==> config.mk <==
export PLATFORM = sky130hd
export DESIGN_NAME = debounce_multi
export DESIGN_NICKNAME = d
export VERILOG_FILES = /design/src/rtl/debounce_multi_pkg.sv /design/src/rtl/debounce_channel.sv /design/src/rtl/debounce_multi.sv
export SDC_FILE = /design/constraint.sdc
export NUM_CORES = 1
export LEC_CHECK = 0
export ABC_AREA = 1
export BUFFER_PORTS_ARGS = -buffer_cell sky130_fd_sc_hd__clkbuf_2
export CORE_MARGIN = 2
export CORE_UTILIZATION = 60
export CTS_CLUSTER_DIAMETER = 40
export DETAILED_ROUTE_END_ITERATION = 7
export PLACE_DENSITY = 0.83
export SLEW_MARGIN = 0
export SYNTH_ARGS = -nofsm -noshare
export SYNTH_HDL_FRONTEND = slang
export SYNTH_SLANG_ARGS = --single-unit
==> constraint.sdc <==
create_clock -name i_Clk -period 1.8 [get_ports i_Clk]
set_input_delay 0.09 -clock i_Clk [delete_from_list [all_inputs] [get_ports i_Clk]]
set_output_delay 0.09 -clock i_Clk [all_outputs]
set_load 0.005 [all_outputs]
==> src/rtl/debounce_multi_pkg.sv <==
// Shared constants and helpers for the multi-channel switch debouncer.
package debounce_multi_pkg;

  localparam int CLKS_PER_MS = 25000;

  // Counter width for a limit; never narrower than one bit.
  function automatic int cnt_width(input int limit);
    return (limit > 2) ? $clog2(limit) : 1;
  endfunction

endpackage

==> src/rtl/debounce_channel.sv <==
// One switch channel: synchroniser, stability counter, press/release pulses, long-press detect.
// Level and edge pulses change SYNC_STAGES + DEBOUNCE_LIMIT clocks after a clean input edge.
module debounce_channel
  import debounce_multi_pkg::*;
#(
  parameter int DEBOUNCE_LIMIT = 10 * CLKS_PER_MS,
  parameter int LONG_LIMIT     = 1000 * CLKS_PER_MS,
  parameter int SYNC_STAGES    = 2
) (
  input  logic clk,
  input  logic rst_n,
  input  logic switch_raw,
  output logic level,
  output logic press,
  output logic rel,
  output logic long_press
);

  localparam int DB_W   = cnt_width(DEBOUNCE_LIMIT);
  localparam int LONG_W = cnt_width(LONG_LIMIT);
  localparam logic [DB_W-1:0]   DB_LAST   = DB_W'(DEBOUNCE_LIMIT - 1);
  localparam logic [LONG_W-1:0] LONG_LAST = LONG_W'(LONG_LIMIT - 1);

  logic [SYNC_STAGES-1:0] sync;
  logic [DB_W-1:0]        db_cnt;
  logic [LONG_W-1:0]      hold_cnt;
  logic                   long_fired;
  logic                   sync_bit;

  assign sync_bit = sync[SYNC_STAGES-1];

  always_ff @(posedge clk or negedge rst_n) begin
    if (!rst_n) begin
      sync   <= '0;
      db_cnt <= '0;
      level  <= 1'b0;
      press  <= 1'b0;
      rel    <= 1'b0;
    end else begin
      sync  <= {sync[SYNC_STAGES-2:0], switch_raw};
      press <= 1'b0;
      rel   <= 1'b0;
      // Any agreeing sample restarts the stability window.
      if (sync_bit == level) begin
        db_cnt <= '0;
      end else if (db_cnt == DB_LAST) begin
        level  <= sync_bit;
        db_cnt <= '0;
        press  <= sync_bit;
        rel    <= ~sync_bit;
      end else begin
        db_cnt <= db_cnt + 1'b1;
      end
    end
  end

  // Hold counter parks at its last value once fired, so one pulse per press.
  always_ff @(posedge clk or negedge rst_n) begin
    if (!rst_n) begin
      hold_cnt   <= '0;
      long_fired <= 1'b0;
      long_press <= 1'b0;
    end else begin
      long_press <= 1'b0;
      if (!level) begin
        hold_cnt   <= '0;
        long_fired <= 1'b0;
      end else if (!long_fired) begin
        if (hold_cnt == LONG_LAST) begin
          long_press <= 1'b1;
          long_fired <= 1'b1;
        end else begin
          hold_cnt <= hold_cnt + 1'b1;
        end
      end
    end
  end

endmodule

==> src/rtl/debounce_multi.sv <==
// NUM_CH independent switch debouncers with clean levels and press/release/long-press pulses.
// Each channel reacts SYNC_STAGES + DEBOUNCE_LIMIT clocks after a clean edge; no flow control.
module debounce_multi
  import debounce_multi_pkg::*;
#(
  parameter int NUM_CH         = 4,
  parameter int DEBOUNCE_LIMIT = 10 * CLKS_PER_MS,
  parameter int LONG_LIMIT     = 1000 * CLKS_PER_MS,
  parameter int SYNC_STAGES    = 2
) (
  input  logic              i_Clk,
  input  logic              i_Rst_L,
  input  logic [NUM_CH-1:0] i_Switch,
  output logic [NUM_CH-1:0] o_Switch,
  output logic [NUM_CH-1:0] o_Press,
  output logic [NUM_CH-1:0] o_Release,
  output logic [NUM_CH-1:0] o_Long
);

  for (genvar k = 0; k < NUM_CH; k++) begin : g_ch
    debounce_channel #(
      .DEBOUNCE_LIMIT (DEBOUNCE_LIMIT),
      .LONG_LIMIT     (LONG_LIMIT),
      .SYNC_STAGES    (SYNC_STAGES)
    ) u_ch (
      .clk        (i_Clk),
      .rst_n      (i_Rst_L),
      .switch_raw (i_Switch[k]),
      .level      (o_Switch[k]),
      .press      (o_Press[k]),
      .rel        (o_Release[k]),
      .long_press (o_Long[k])
    );
  end

endmodule
==> flow_metrics.env, run 1 <==
export IMPL_status="completed"
export IMPL_leakage_nw=6.40
export IMPL_end_kind="register"
export IMPL_synth_async_reset_ratio=1.00
export IMPL_antenna_cells=0
export IMPL_hold_violations=0
export IMPL_yosys_mux_area_fraction=0
export IMPL_dieWidth_um=143
export IMPL_grt_usage=0.262
export IMPL_syn_nets=1636
export IMPL_routabilityCongestion=0.923
export IMPL_via_count=10400
export IMPL_post_route_period_util=0.986
export IMPL_grt_pass1_wl_mm=43.7
export IMPL_clockBufferDepth=2
export IMPL_clk_latency_ps=440
export IMPL_synth_top_area_frac=0.434
export IMPL_start_util=0.614
export IMPL_vias_per_cell=5.30
export IMPL_ir_worst_vdd_mv=0.655
export IMPL_core_mm2=0.0188
export IMPL_synth_cell_types=30
export IMPL_pwr_density_cell_mw_per_mm2=655
export IMPL_io_buffers=21
export IMPL_finalSetupViolations=0
export IMPL_nets=1721
export IMPL_grt_max_degree=46
export IMPL_worst_slack_ps=25.9
export IMPL_dominantRegCellSynth="dfrtp_1"
export IMPL_crit_arrival_ps=2100
export IMPL_avgRoutedWirePerCell_um=13.1
export IMPL_antenna_left=0
export IMPL_synthSimpleGateAreaFrac=0.402
export IMPL_finalPower_mw=8.58
export IMPL_reg2reg_to="g_ch[2].u_ch.hold_cnt[9]$_DFFE_PN0P_"
export IMPL_crit_start="g_ch[2].u_ch.hold_cnt[0]$_DFFE_PN0P_"
export IMPL_cp_max_fo=8
export IMPL_gr_total_overflow=0
export IMPL_synth_xor_xnor_area_share=0.0623
export IMPL_synthAdderAreaFrac=0.00869
export IMPL_grt_pass1_vias=9647
export IMPL_hold_path_class="input port to async pin"
export IMPL_crit_required_ps=2130
export IMPL_ff2ff_path_depth=11
export IMPL_synth_top_family_by_area="simple AND/OR/NAND/NOR gates"
export IMPL_cp_endpoint="g_ch[2].u_ch.hold_cnt[9]$_DFFE_PN0P_"
export IMPL_finClkSkew_ps=9.60
export IMPL_syn_cell_area_mm2=0.0115
export IMPL_grt_antenna_before_repair=0
export IMPL_rsz0062_at_grt="yes"
export IMPL_tightest_slew_ps=524
export IMPL_ys_seq_elements=200
export IMPL_firstDrtPassIters=6
export IMPL_synth_area_top_cells="dfrtp_1 (43%), nand2_1 (19%), nor2_1 (8.9%)"
export IMPL_routed_wl_mm=25.7
export IMPL_r2r_slack_ps=30
export IMPL_synth_warnings=0
export IMPL_dpl_hpwl_mm=17.6
export IMPL_drv_slew=0
export IMPL_fin_crit_ps=1770
export IMPL_synth_enable_flop_cells=0
export IMPL_timing_hold_ws_ps=149
export IMPL_slew_headroom=0.650
export IMPL_crit_slowest_cell="dfrtp_1"
export IMPL_startpoint_type="register"
export IMPL_numClockSinks=200
export IMPL_pre_cts_slack_ps=-167
export IMPL_clk_pin_slew_ps=70
export IMPL_maxCapViolations=0
export IMPL_io_pins=22
export IMPL_rows=50
export IMPL_synth_area_per_cell_um2=7.10
export IMPL_cts_tree="yes"
export IMPL_htree_levels=4
export IMPL_timing_rr_start="g_ch[2].u_ch.hold_cnt[0]$_DFFE_PN0P_"
export IMPL_layout_drive_gt1_share=0.109
export IMPL_ys_seq_area_frac=0.434
export IMPL_synth_compound_area_frac=0.0218
export IMPL_utilization=0.698
export IMPL_tns_ps=0
export IMPL_die_area_mm2=0.0203
export IMPL_cts_made_buffers=17
export IMPL_crit_top_cell="nor2_4"
export IMPL_synth_area_leader_cell="dfrtp_1"
export IMPL_drtIter0Drc=882
export IMPL_crit_chain="ha_2 -> nand2_2 -> nor2_4 -> nand2_4 -> nor2_4 -> nand3_4 -> nand2_8 -> nor2_4 -> buf_6 -> nand2_1 -> nand2_1"
export IMPL_crit_type="register to register"
export IMPL_area_growth_pct=13.7
export IMPL_drc=0
export IMPL_die_y_um=143
export IMPL_root_buffer="clkbuf_16"
export IMPL_postSynthCellCount=1622
export IMPL_max_stage_delay_ps=390
export IMPL_fmax_mhz=564
placed cells by master (no fill, tap or decap), types with 6 or more instances in the layout:
cell / n
nand4_1: 27
clkbuf_2: 20
buf_4: 67
a21oi_1: 13
o21ai_1: 8
nor3_1: 55
nor2_1: 268
nand2_1: 570
inv_1: 142
clkbuf_16: 17
nand3_1: 107
buf_12: 6
nor2_2: 18
xor2_1: 61
buf_6: 8
nor2_4: 12
xnor2_1: 21
o21ai_0: 21
nand3b_1: 17
nand2_2: 11
dfrtp_1: 200
logic make-up (layout without fill, tap and decap cells):
logic type | Yosys count | in the layout
compound gates | 48 | 48
simple gates | 1098 | 1099
buf+inv | 186 | 283
xor+xnor | 82 | 82
flops | 200 | 200
fa+ha+maj | 8 | 8
worst max-delay path: cells and delay by family, from the launching register on:
kind / cells / cell delay, ps
adders and majority gates: 1 / 210
buffers and inverters: 1 / 140
DFF: 1 / 390
and+or+nand+nor: 9 / 940
final cells by class:
class | count | area, um^2
clock inverters | 13 | 143
inverters | 144 | 541
multi-input cells | 1237 | 5800
repair buffers | 107 | 877
fillers | 1470 | 5670
clock buffers | 19 | 443
well taps | 234 | 293
flip-flops and latches | 200 | 5000
worst min path at each step:
stage,startpoint,endpoint,slack [ps]
2_1_floorplan,i_Rst_L,g_ch[0].u_ch.db_cnt[0]$_DFF_PN0_,-210
3_3_place_gp,i_Rst_L,g_ch[2].u_ch.rel$_DFF_PN0_,60
3_5_place_dp,i_Rst_L,g_ch[2].u_ch.rel$_DFF_PN0_,60
4_1_cts,i_Rst_L,g_ch[2].u_ch.rel$_DFF_PN0_,150
5_1_grt,i_Rst_L,g_ch[2].u_ch.hold_cnt[18]$_DFFE_PN0P_,160
6_report,i_Rst_L,g_ch[2].u_ch.rel$_DFF_PN0_,150
stage by stage:
| stage | instance area (um^2) | instances |
|---|---|---|
| detailed placement | 12200 | 1898 |
| floorplan | 11500 | 1622 |
| CTS | 12900 | 1940 |
| global placement | 12200 | 1898 |
| finish | 13100 | 1954 |
| global route | 13100 | 1954 |
where the power goes:
part | switching, mW | internal [mW]
logic | 0.148 | 0.0597
registers | 0.0208 | 4.52
clock network | 1.73 | 2.10
total | 1.90 | 6.68
repair_timing:
| action | in CTS | in global routing |
|---|---|---|
| hold buffers | 5 | 0 |
| setup buffers | 5 | 13 |
| setup endpoints to repair | 48 | 88 |
| pin swaps | 2 | 15 |
| resized for setup | 3 | 35 |
| hold endpoints to repair | 204 | 0 |
| cloned | 0 | 2 |
registers in the layout, summed over array words and instances, names as in the netlist:
register	flops
g_ch.u_ch.hold_cnt	100
g_ch.u_ch.db_cnt	72
g_ch.u_ch.sync	8
g_ch.u_ch.level	4
g_ch.u_ch.long_fired	4
g_ch.u_ch.long_press	4
g_ch.u_ch.press	4
g_ch.u_ch.rel	4
cells in the mapped netlist, types with 13 or more instances:
cell and n:
nand3b_1 17, nor2_1 274, buf_4 21, nor2_2 15
nand2_1 580, xor2_1 61, o21ai_0 21, nand3_1 108
a21oi_1 13, dfrtp_1 200, xnor2_1 21, nand4_1 27
nor3_1 55, inv_1 142, buf_2 17
layer usage:
| metal | track usage | share of wire | vias to the layer above | wire length [um] |
|---|---|---|---|---|
| met5 | 0 | 0 | - | 0 |
| met4 | 0.0683 | 0.012 | 0 | 318 |
| met3 | 0.0485 | 0.050 | 29 | 1280 |
| met2 | 0.432 | 0.48 | 286 | 12200 |
| met1 | 0.360 | 0.46 | 4830 | 11900 |
| li1 | - | - | 5219 | - |
(Power assumes the default switching activity.)
==> inputs of run 2 (changes only) <==
==> constraint.sdc (replaced) <==
create_clock -name i_Clk -period 1.8 [get_ports i_Clk]
set_input_delay 0.36 -clock i_Clk [delete_from_list [all_inputs] [get_ports i_Clk]]
set_output_delay 0.36 -clock i_Clk [all_outputs]
set_load 0.005 [all_outputs]
==> flow_metrics.env, run 2 (synthesis gave the netlist of run 1 again) <==
export IMPL_grt_antenna_before_repair=0
export IMPL_gr_total_overflow=0
export IMPL_net_switching_power_mw=1.91
export IMPL_vias_per_cell=5.33
export IMPL_crit_required_ps=2130
export IMPL_htree_levels=4
export IMPL_avgRoutedWirePerCell_um=13.3
export IMPL_intPower_mw=6.97
export IMPL_fmax_mhz=583
export IMPL_cts_tree="yes"
export IMPL_via_count=10400
export IMPL_crit_arrival_ps=2050
export IMPL_routed_wl_mm=25.7
export IMPL_crit_slowest_cell="dfrtp_1"
export IMPL_place_area_mm2=0.0121
export IMPL_grt_usage=0.266
export IMPL_max_stage_delay_ps=440
export IMPL_final_cell_mix="nand2_1 (576), nor2_1 (266), dfrtp_1 (200), inv_1 (142), nand3_1 (108)"
export IMPL_start_util=0.614
export IMPL_crit_chain="nand2_1 -> nor2_2 -> nand3_1 -> nor2_1 -> nand2_1 -> nand2_1 -> nand2_1 -> nand2_1 -> nand2_1"
export IMPL_antenna_left=0
export IMPL_reg_largest_list="g_ch.u_ch.hold_cnt (100), g_ch.u_ch.db_cnt (72), g_ch.u_ch.sync (8)"
export IMPL_leakage_nw=6.37
export IMPL_dpl_hpwl_mm=17.7
export IMPL_grt_pass1_vias=9944
export IMPL_maxCapViolations=0
export IMPL_hold_path_class="input port to register"
export IMPL_post_route_period_util=0.953
export IMPL_worst_slack_ps=84.6
export IMPL_grt_max_degree=50
export IMPL_swShare=0.215
export IMPL_status="completed"
export IMPL_io_buffers=21
export IMPL_fin_crit_ps=1720
export IMPL_crit_top_cell="nand2_1"
export IMPL_nets=1708
export IMPL_crit_type="register to register"
export IMPL_layout_drive_gt1_share=0.102
export IMPL_final_cell_count_no_fill=1941
export IMPL_pre_cts_slack_ps=-89.0
export IMPL_rows=50
export IMPL_stdcell_area_mm2=0.0130
export IMPL_io_pins=22
export IMPL_cp_max_fo=5
export IMPL_drtIter0Drc=688
export IMPL_top_register="g_ch.u_ch.hold_cnt"
export IMPL_numClockSinks=200
export IMPL_die_y_um=143
export IMPL_core_mm2=0.0188
export IMPL_firstDrtPassIters=7
export IMPL_worst_path_buf_inv=0
export IMPL_drc=0
export IMPL_multi_input_area_mm2=0.00578
export IMPL_utilization=0.694
export IMPL_routabilityCongestion=0.948
export IMPL_end_kind="register"
export IMPL_cts_made_buffers=17
export IMPL_finalSetupViolations=0
export IMPL_finClkSkew_ps=17.3
export IMPL_die_area_mm2=0.0203
export IMPL_pwr_density_cell_mw_per_mm2=681
export IMPL_placedCellCount=1893
export IMPL_seq_area_mm2=0.00500
export IMPL_drv_slew=0
export IMPL_fill_cells=1479
export IMPL_rsz0062_at_grt="yes"
export IMPL_area_growth_pct=13.1
export IMPL_largest_reg_flops=100
export IMPL_tightest_slew_ps=480
export IMPL_combPwrFrac=0.024
export IMPL_hold_violations=0
export IMPL_grt_pass1_wl_mm=44.5
export IMPL_dieWidth_um=143
export IMPL_slew_headroom=0.678
export IMPL_clockBufferDepth=2
export IMPL_antenna_cells=0
export IMPL_power_share_clock=0.464
export IMPL_startpoint_type="register"
export IMPL_seqPwrFrac=0.512
export IMPL_timing_hold_ws_ps=19.5
export IMPL_crit_family="simple AND/OR/NAND/NOR gates"
export IMPL_ir_worst_vdd_mv=0.692
export IMPL_final_common_cell="nand2_1"
export IMPL_root_buffer="clkbuf_16"
export IMPL_clk_pin_slew_ps=70
export IMPL_clk_latency_ps=450
run 2: cell count changes in the layout (fill, tap and decap cells not counted), sizes merged:
| cell | delta |
|---|---|
| dlygate4sd3 | -4 |
| bufinv | +2 |
| clkinv | -2 |
| inv | +1 |
| buf | -8 |
| nor2 | -1 |
| clkinvlp | -1 |
run 2: path summary, 6_finish.rpt:
kind,from,to,slack [ps],cells after the start
setup / recovery,g_ch[3].u_ch.hold_cnt[2]$_DFFE_PN0P_,g_ch[3].u_ch.hold_cnt[21]$_DFFE_PN0P_,80,9
hold / removal,i_Switch[0],g_ch[0].u_ch.sync[0]$_DFF_PN0_,20,1
setup reg to reg,g_ch[3].u_ch.hold_cnt[2]$_DFFE_PN0P_,g_ch[3].u_ch.hold_cnt[21]$_DFFE_PN0P_,80,9
hold reg to reg,g_ch[2].u_ch.sync[0]$_DFF_PN0_,g_ch[2].u_ch.sync[1]$_DFF_PN0_,350,0
max in group asynchronous,i_Rst_L,g_ch[0].u_ch.hold_cnt[12]$_DFFE_PN0P_,740,3
min in group asynchronous,i_Rst_L,g_ch[2].u_ch.press$_DFF_PN0_,440,2
run 2: what timing repair did:
item | in CTS | in global routing
resized for setup | 4 | 25
cloned | 0 | 0
setup buffers | 8 | 7
pin swaps | 3 | 6
hold endpoints to repair | 43 | 0
hold buffers | 1 | 0
endpoints found under the setup margin | 38 | 77
run 2: power groups by stage:
stage / sequential, mW / combinational [mW] / clock [mW]
final: 4.54 / 0.211 / 4.12
after global routing: 4.54 / 0.244 / 4.37
after global placement: 4.63 / 0.209 / 0
after detailed placement: 4.63 / 0.215 / 0
after floorplan: 4.62 / 0.0606 / 0
after CTS: 4.54 / 0.218 / 4.18
run 2: area by class of cell:
type,instances,share of cell area
well taps,234,0.0225
inverters,144,0.0415
clock inverters,13,0.0146
repair buffers,95,0.0594
flip-flops and latches,200,0.384
clock buffers,19,0.0340
multi-input cells,1236,0.444
run 2: worst register-to-register path: stages (launching register included):
cell	delay, ps
dfrtp_1	440
nand2_1	100
nor2_2	250
nand3_1	180
nor2_1	340
nand2_1	90
nand2_1	70
nand2_1	40
nand2_1	50
nand2_1	50
run 2: metrics by stage:
stage | total power [mW] | setup TNS [ps]
floorplan | 4.69 | 0
global placement | 4.84 | -341
detailed placement | 4.84 | -1850
CTS | 8.94 | 0
global route | 9.16 | -24.3
finish | 8.87 | 0
run 2: per-layer routing:
layer  vias to the layer above  share of wire  global-route usage
met4                         0          0.018              0.0849
met2                       268           0.48               0.443
met1                      4843           0.46               0.355
met5                         -              0                   0
met3                        54          0.045              0.0464
li1                       5186              -                   -
